--- src/rtl/aes_core_sched.sv ---
`default_nettype none
// ============================================================================
// Module : aes_core_sched
// Shares one AES-128/AES-256 round datapath between NREQ requesters.
// Round-robin arbitration with a single job in flight. Per job it sequences
// the round core (mode, data/key load enables, key half select, datapath
// sync reset) and presents a tagged completion until it is accepted.
//
// Ports
//   clk, reset_n          clock (rising edge), async active-low reset
//   req_valid/req_type    per-requester request and key size (1 = AES-256)
//   req_ready             one-hot grant, only in IDLE
//   stall                 freezes sequencing in LOAD/ROUND/FINAL
//   core_*                round-core control, decoded from registers
//   busy                  job in flight
//   rsp_valid/rsp_id/rsp_ready  tagged completion handshake
// Revision: 1.0 - initial release
// ============================================================================
module aes_core_sched #(
  parameter int NREQ = 2,
  parameter int IDW  = 1
) (
  input  logic            clk,
  input  logic            reset_n,
  input  logic [NREQ-1:0] req_valid,
  input  logic [NREQ-1:0] req_type,
  output logic [NREQ-1:0] req_ready,
  input  logic            stall,
  output logic            core_reset,
  output logic [1:0]      core_mode,
  output logic            core_d_en,
  output logic            core_k_en,
  output logic            core_key_sel,
  output logic [3:0]      core_round,
  output logic            busy,
  output logic            rsp_valid,
  output logic [IDW-1:0]  rsp_id,
  input  logic            rsp_ready
);

  typedef enum logic [2:0] {
    S_IDLE  = 3'd0,
    S_LOAD  = 3'd1,
    S_ROUND = 3'd2,
    S_FINAL = 3'd3,
    S_RESP  = 3'd4
  } state_t;

  state_t         r_state;
  state_t         w_state_nxt;
  logic [IDW-1:0] r_rr_ptr;
  logic [IDW-1:0] r_id;
  logic           r_type;
  logic [3:0]     r_round;
  logic [3:0]     w_round_nxt;

  logic            w_found;
  logic            w_accept;
  logic [IDW-1:0]  w_gnt_idx;
  logic [NREQ-1:0] w_gnt;
  logic [IDW:0]    w_cand;
  logic [IDW:0]    w_inc;
  logic [IDW-1:0]  w_ptr_nxt;
  logic [3:0]      w_last_round;
  logic [3:0]      w_nr;

  assign w_last_round = r_type ? 4'd13 : 4'd9;
  assign w_nr         = r_type ? 4'd14 : 4'd10;

  // Round-robin search: candidates rr_ptr, rr_ptr+1, ... wrapped mod NREQ.
  // The inner loop turns the candidate number into a one-hot pick so no
  // index wider than the request vector is ever used.
  always_comb begin
    w_found   = 1'b0;
    w_gnt_idx = '0;
    w_gnt     = '0;
    w_cand    = '0;
    for (int i = 0; i < NREQ; i++) begin
      w_cand = {1'b0, r_rr_ptr} + (IDW+1)'(i);
      if (w_cand >= (IDW+1)'(NREQ)) begin
        w_cand = w_cand - (IDW+1)'(NREQ);
      end
      for (int j = 0; j < NREQ; j++) begin
        if (!w_found && (w_cand == (IDW+1)'(j)) && req_valid[j]) begin
          w_found   = 1'b1;
          w_gnt_idx = IDW'(j);
          w_gnt[j]  = 1'b1;
        end
      end
    end
  end

  assign w_inc     = {1'b0, w_gnt_idx} + {{IDW{1'b0}}, 1'b1};
  assign w_ptr_nxt = (w_inc == (IDW+1)'(NREQ)) ? '0 : w_inc[IDW-1:0];

  always_ff @(posedge clk or negedge reset_n) begin
    if (!reset_n) begin
      r_state <= S_IDLE;
    end else begin
      r_state <= w_state_nxt;
    end
  end

  always_comb begin
    w_state_nxt  = r_state;
    w_round_nxt  = r_round;
    w_accept     = 1'b0;
    req_ready    = '0;
    core_reset   = 1'b0;
    core_mode    = 2'b11;
    core_d_en    = 1'b0;
    core_k_en    = 1'b0;
    core_key_sel = 1'b0;
    core_round   = r_round;
    busy         = 1'b1;
    rsp_valid    = 1'b0;
    rsp_id       = '0;
    case (r_state)
      S_IDLE: begin
        core_reset = 1'b1;
        core_d_en  = 1'b1;
        core_k_en  = 1'b1;
        busy       = 1'b0;
        req_ready  = w_gnt;
        if (w_found) begin
          w_accept    = 1'b1;
          w_round_nxt = 4'd0;
          w_state_nxt = S_LOAD;
        end
      end
      S_LOAD: begin
        core_d_en    = 1'b1;
        core_k_en    = 1'b1;
        core_key_sel = r_type;
        if (!stall) begin
          w_round_nxt = 4'd1;
          w_state_nxt = S_ROUND;
        end
      end
      S_ROUND: begin
        core_mode    = 2'b00;
        core_key_sel = r_type;
        // Second key half for AES-256 enters on the first middle round.
        core_k_en    = r_type && (r_round == 4'd1);
        if (!stall) begin
          if (r_round == w_last_round) begin
            w_round_nxt = w_nr;
            w_state_nxt = S_FINAL;
          end else begin
            w_round_nxt = r_round + 4'd1;
          end
        end
      end
      S_FINAL: begin
        core_mode    = 2'b10;
        core_key_sel = r_type;
        if (!stall) begin
          w_state_nxt = S_RESP;
        end
      end
      S_RESP: begin
        rsp_valid = 1'b1;
        rsp_id    = r_id;
        if (rsp_ready) begin
          // Clear the round so IDLE presents round 0 as after reset.
          w_round_nxt = 4'd0;
          w_state_nxt = S_IDLE;
        end
      end
      default: begin
        w_state_nxt = S_IDLE;
        w_round_nxt = 4'd0;
      end
    endcase
  end

  always_ff @(posedge clk or negedge reset_n) begin
    if (!reset_n) begin
      r_rr_ptr <= '0;
      r_id     <= '0;
      r_type   <= 1'b0;
      r_round  <= 4'd0;
    end else begin
      r_round <= w_round_nxt;
      if (w_accept) begin
        r_type   <= |(req_type & w_gnt);
        r_id     <= w_gnt_idx;
        r_rr_ptr <= w_ptr_nxt;
      end
    end
  end

endmodule
`default_nettype wire

--- config.mk ---
export PLATFORM = sky130hd
export DESIGN_NAME = aes_core_sched
export DESIGN_NICKNAME = d
export VERILOG_FILES = /design/src/rtl/aes_core_sched.sv
export SDC_FILE = /design/constraint.sdc
export NUM_CORES = 1
export LEC_CHECK = 0
export CAP_MARGIN = 0
export CORE_UTILIZATION = 25
export CTS_BUF_LIST = sky130_fd_sc_hd__clkbuf_4 sky130_fd_sc_hd__clkbuf_8 sky130_fd_sc_hd__clkbuf_16
export DETAILED_ROUTE_END_ITERATION = 16
export PLACE_DENSITY = 0.54
export SLEW_MARGIN = 20
export SYNTH_ARGS = -nofsm -noshare
export SYNTH_HDL_FRONTEND = slang
export SYNTH_SLANG_ARGS = --single-unit
--- constraint.sdc ---
create_clock -name clk -period 1.6 [get_ports clk]
set_clock_uncertainty 0.15 [all_clocks]
set_input_delay 0.24 -clock clk [delete_from_list [all_inputs] [get_ports clk]]
set_output_delay 0.24 -clock clk [all_outputs]
set_load 0.05 [all_outputs]
==> impl_metrics.toml, run 1 <==
[critical_path]
cp-end-kind = "output pin"
start_kind = "register"
r2r_cells = 5
worstPathRequired_ns = 1.21
ff2ff_setup_slack_ns = -0.31
reg2reg_to = "core_round[2]"
cp_max_fo = 3
cp_slowest_cell = "dfrtp_1"
cp.arrival_ns = 1.53
critPathKind = "reg2out"
setup.worst_path.start = "r_state[0]"
cp_cell_sequence = "buf_6 -> or2_4 -> nor2_4 -> a41o_4 -> buf_12"
critPathMaxStageDelay_ns = 0.42
worstReg2RegStart = "r_state[0]"

[timing]
max_slew.worst_pin.slew_ns = 0.492
rsz0062_at_grt = "yes"
slew-limit-headroom_pct = 67.1
fin_ws_ns = -0.323
fin_crit_ns = 1.92
max_freq_mhz = 520
setup_viol = 17
post-route-period-util_pct = 120
finalHoldViolCount = 0
tns_ns = -3.51
slew_viol_final = 0

[global_route]
met1_usage_pct = 22.3
first_global_vias = 851
gr-usage-met3_pct = 1.64
antenna_found_initial = 0
grtUsageTotal_pct = 16.1
grt_start_max_net_pins = 11
busiest_layer = "met2"
use_met2_pct = 25.6
grt.overflow.total = 0
grt_pass1_wl_um = 3920

[clocking]
clkLatencyLatePin_ns = 0.26
cts_root_buf = "clkbuf_4"
numCtsBuffers = 3
clockBufferDepth = 2
cts.sinks = 10
hold_buffers = 0
cts_max_level = 1
cts_tree = "done"
cts.clk_slew.worst_paths_ns = 0.06

[power_and_ir_drop]
vdd_drop_max_uv = 1400
p_clk_share_pct = 6.2
seq_power_share_pct = 14.1
p_sw_mw = 1.42
cellLeakagePower_nw = 0.662
pwr-share-comb_pct = 79.7
power.total_mw = 3.17
swShare_pct = 44.8
p_int_mw = 1.75
power.density_nw_per_um2 = 2100

[run]
cap_viol_max_count = 0

[die]
initial_utilization_pct = 26.2
placementRows = 19
coreArea_sq_um = 2730
dieArea_sq_um = 3080
io_pins = 23
die_w_um = 55.5
die_h_um = 55.5

[cells_and_area]
insertedDiodeCount = 0
regArea_sq_um = 255
layout_common_cells = "25 x buf_4, 14 x buf_12, 8 x buf_6, 7 x nor2_1, 7 x clkdlybuf4s50_1"
multiInputGateArea_sq_um = 539
area_delta_synth_final_pct = 111
fillers = 225
drive_gt1_share_pct = 56.1
layout_commonest_cell = "buf_4"
fin_cells = 170
nNetsFinal = 150

[detailed_routing]
routed_wl_um = 2320
viasPerCell = 4.93
via_count = 838
dr.pass1.iters = 4
ant_nets = 0
drt_iter0_markers = 10
post-route-drc-count = 0
post_drt_wl_per_cell_um = 13.6

[yosys]
synth_cell_types = 37
ys_warn_count = 0
synthesis.nets = 95
avgSynthCellArea_sq_um = 8.42
syn_area_sq_um = 716
ys_ff_latch = 10
syn_inst = 85
yosysSeqAreaShare_pct = 35.0

[hold_path]
hold_path_class = "in2async"

[placed_design]
hpwl_um = 1690
gp_congestion = 0.829
place_inst = 155
portBuffers = 22

[run_status]
violations = "setup timing"
status = "finished with violations"
metrics by stage:
stage	hold slack, ns	util (%)	worst slack, ns	area [sq um]
after floorplan	-0.206	-	-0.408	806
final	0.162	55.2	-0.323	1510
after detailed placement	0.331	48.5	-0.382	1330
after global placement	0.328	48.5	-0.368	1330
after CTS	0.173	54.1	-0.327	1480
after global routing	0.191	55.2	-0.367	1510
worst max-delay path, delay by kind of cell, from the launching register on:
kind	cells	cell delay (ns)
DFF	1	0.42
and+or+nand+nor	2	0.37
buffers and inverters	2	0.27
AOI/OAI and AO/OA	1	0.21
layer usage:
layer,part of all wire (%),vias to the layer above
met5,0,-
met4,1.2,0
met3,2.5,2
met2,48,16
met1,48,402
li1,-,418
logic make-up after synthesis:
group	count (synthesis)	share of synthesized area [%]
and+or+nand+nor	38	29.9
AOI/OAI and AO/OA	24	24.3
DFF	10	35.0
buffers and inverters	9	4.89
xor gates and xnor gates	2	2.45
adders and majority gates	2	3.50
how the worst max path moves through the flow:
stage | endpoint | cells past startpoint
after CTS | core_k_en | 5
after global routing | core_round[2] | 5
after global placement | core_round[2] | 5
after floorplan | req_ready[0] | 3
final | core_k_en | 5
after detailed placement | core_round[2] | 5
synth_stat cells (all sizes together):
library cell	count	area share (%)
or2	2	1.7
nor3	4	3.5
or4b	1	1.4
clkbuf	2	1.0
a31oi	5	6.5
o21ai	4	2.8
buf	2	1.2
o211ai	1	1.0
o31a	1	1.2
nand3	4	2.8
nor2b	2	1.7
dfrtp	10	35
xor2	1	1.2
o31ai	1	1.0
a21o	2	2.1
a211oi	1	1.0
nor3b	1	1.0
xnor2	1	1.2
ha	2	3.5
nand2	5	2.6
o21a	1	1.0
inv	5	2.6
a31o	1	1.2
a21oi	5	3.5
a41o	1	1.4
o32a	1	1.4
nand2b	2	2.8
and3	4	3.5
or4	2	2.6
nor2	11	6.1
sequential cells by signal (all words and copies together), names as in the netlist:
name        flops
r_rr_ptr        1
r_type          1
core_round      4
r_state         3
r_id            1
what timing repair did:
| item | in CTS | in global routing |
|---|---|---|
| pin swaps | 8 | 5 |
| buffers inserted | 9 | 3 |
| resized for setup | 19 | 5 |
| endpoints found under the setup margin | 16 | 18 |
| endpoints found under the hold margin | 0 | 0 |
cell type report:
cell class / count / share of cell area, %
Timing Repair Buffer: 54 / 41.6
Multi-Input combinational cell: 66 / 35.7
Sequential cell: 10 / 16.9
Tap cell: 31 / 2.57
Clock buffer: 4 / 1.99
Inverter: 5 / 1.24
power by group through the flow:
stage               clock network, mW  registers [mW]  logic (mW)
floorplan                           0           0.485        1.13
global placement                    0           0.451        2.13
detailed placement                  0           0.448        2.13
CTS                             0.205           0.438        2.44
global route                    0.214           0.462        2.67
finish                          0.197           0.446        2.53
Power figures use the tool's default switching activity.
==> inputs of run 2 (changes only) <==
Settings changed: CORE_MARGIN set to 8, CTS_BUF_LIST sky130_fd_sc_hd__clkbuf_4 sky130_fd_sc_hd__clkbuf_8 sky130_fd_sc_hd__clkbuf_16 to unset, REMOVE_ABC_BUFFERS set to 1.
==> impl_metrics.toml, run 2 (synthesized netlist as in run 1, its figures left out) <==
[run_status]
status = "finished with violations"
violations = "setup timing"

[clocking]
cts.clk_slew.worst_paths_ns = 0.06
numCtsBuffers = 3
clkLatencyLatePin_ns = 0.26
cts.sinks = 10
cts_root_buf = "clkbuf_4"
hold_buffers = 0
clockBufferDepth = 2
cts_tree = "done"
cts_max_level = 1

[timing]
max_freq_mhz = 531
slew-limit-headroom_pct = 68.0
finalHoldViolCount = 0
setup_viol = 15
post-route-period-util_pct = 118
slew_viol_final = 0
max_slew.worst_pin.slew_ns = 0.478
holdWs_ns = 0.150
fin_ws_ns = -0.284
rsz0062_at_grt = "yes"
fin_crit_ns = 1.88

[die]
io_pins = 23
initial_utilization_pct = 26.2
placementRows = 19
die_w_um = 69.5
die_h_um = 69.5
coreArea_sq_um = 2730
dieArea_sq_um = 4830

[power_and_ir_drop]
seq_power_share_pct = 14.4
p_int_mw = 1.69
p_clk_share_pct = 5.5
cellLeakagePower_nw = 0.677
vdd_drop_max_uv = 1650
p_sw_mw = 1.40
pwr-share-comb_pct = 80.1
swShare_pct = 45.3
power.density_nw_per_um2 = 2060

[detailed_routing]
drt_iter0_markers = 19
viasPerCell = 4.96
post_drt_wl_per_cell_um = 14.4
ant_nets = 0
post-route-drc-count = 0
dr.pass1.iters = 4
via_count = 863
routed_wl_um = 2510

[placed_design]
hpwl_um = 1820
place_inst = 162
portBuffers = 22
gp_congestion = 0.878

[cells_and_area]
insertedDiodeCount = 0
fin_cells = 174
area_delta_synth_final_pct = 109
layout_common_cells = "29 x buf_4, 14 x buf_12, 9 x buf_6, 8 x dfrtp_1"
largest_register_ffs = 4
layout_commonest_cell = "buf_4"
drive_gt1_share_pct = 53.1
nNetsFinal = 155

[critical_path]
cp_max_fo = 2
cp-end-kind = "output pin"
critPathKind = "reg2out"
r2r_cells = 6
worstPathRequired_ns = 1.21
cp.arrival_ns = 1.49
start_kind = "register"

[global_route]
grt_start_max_net_pins = 11
grtUsageTotal_pct = 10.1
grt_pass1_wl_um = 4040
grt.overflow.total = 0
antenna_found_initial = 0
first_global_vias = 910

[run]
cap_viol_max_count = 0

[hold_path]
hold_path_class = "in2async"
run 2: changes by cell type in the layout (fill, tap and decap cells not counted), moves of 2 or more:
cell / before / now
buf_4: 25 / 29
dfrtp_1: 6 / 8
dfrtp_2: 4 / 2
nor3_2: 0 / 2
o21ai_0: 2 / 0
o21ai_1: 1 / 4
run 2: worst max-delay path, cell delays in order (launching register included):
cell	delay, ns
dfrtp_1	0.37
nand2b_4	0.14
or2_4	0.25
nor2_4	0.10
a41o_1	0.22
buf_12	0.14
run 2: repair_timing:
action	in CTS	in global routing
endpoints found under the setup margin	16	18
endpoints found under the hold margin	0	0
gates cloned	0	0
resized for setup	24	10
setup buffers	6	5
pin swaps	9	5
run 2: final cells by class:
class	count	area (sq um)
Fill cell	213	1230
Multi-Input combinational cell	66	494
Timing Repair Buffer	59	669
Sequential cell	10	253
Clock buffer	3	22.5
Inverter	5	21.3
Tap cell	31	38.8
run 2: power groups by stage:
stage / registers (mW) / clock network, mW / logic, mW
after detailed placement: 0.437 / 0 / 2.09
after global routing: 0.453 / 0.195 / 2.60
after floorplan: 0.534 / 0 / 0.889
after CTS: 0.434 / 0.174 / 2.34
after global placement: 0.440 / 0 / 2.09
final: 0.444 / 0.169 / 2.47
run 2: metrics by stage:
stage	worst slack, ns	total power, mW	TNS (ns)	instance area (sq um)	utilization (%)
2_1_floorplan	-0.886	1.42	-8.82	699	-
3_3_place_gp	-0.338	2.53	-2.13	1310	47.8
3_5_place_dp	-0.381	2.53	-2.25	1310	47.8
4_1_cts	-0.280	2.95	-2.72	1450	53.0
5_1_grt	-0.344	3.25	-3.88	1500	54.8
6_report	-0.284	3.09	-3.04	1500	54.8
run 2: path summary, 6_finish.rpt:
| kind | to | startpoint | slack (ns) |
|---|---|---|---|
| worst min-delay path | r_type | reset_n | 0.15 |
| worst min register to register | r_id | r_id | 0.37 |
| min in group clk | r_id | r_id | 0.37 |
| worst max register to register | core_round[2] | r_state[1] | -0.26 |
| worst max-delay path | core_k_en | r_state[2] | -0.28 |
| max in group asynchronous | r_state[0] | reset_n | 0.80 |
run 2: metal layers:
metal / up-vias / GRT usage [%] / part of all wire (%)
li1: 427 / - / -
met4: 0 / 4.78 / 1.6
met3: 4 / 3.29 / 5.2
met2: 20 / 17.8 / 49
met1: 412 / 10.4 / 44
met5: - / 0 / 0
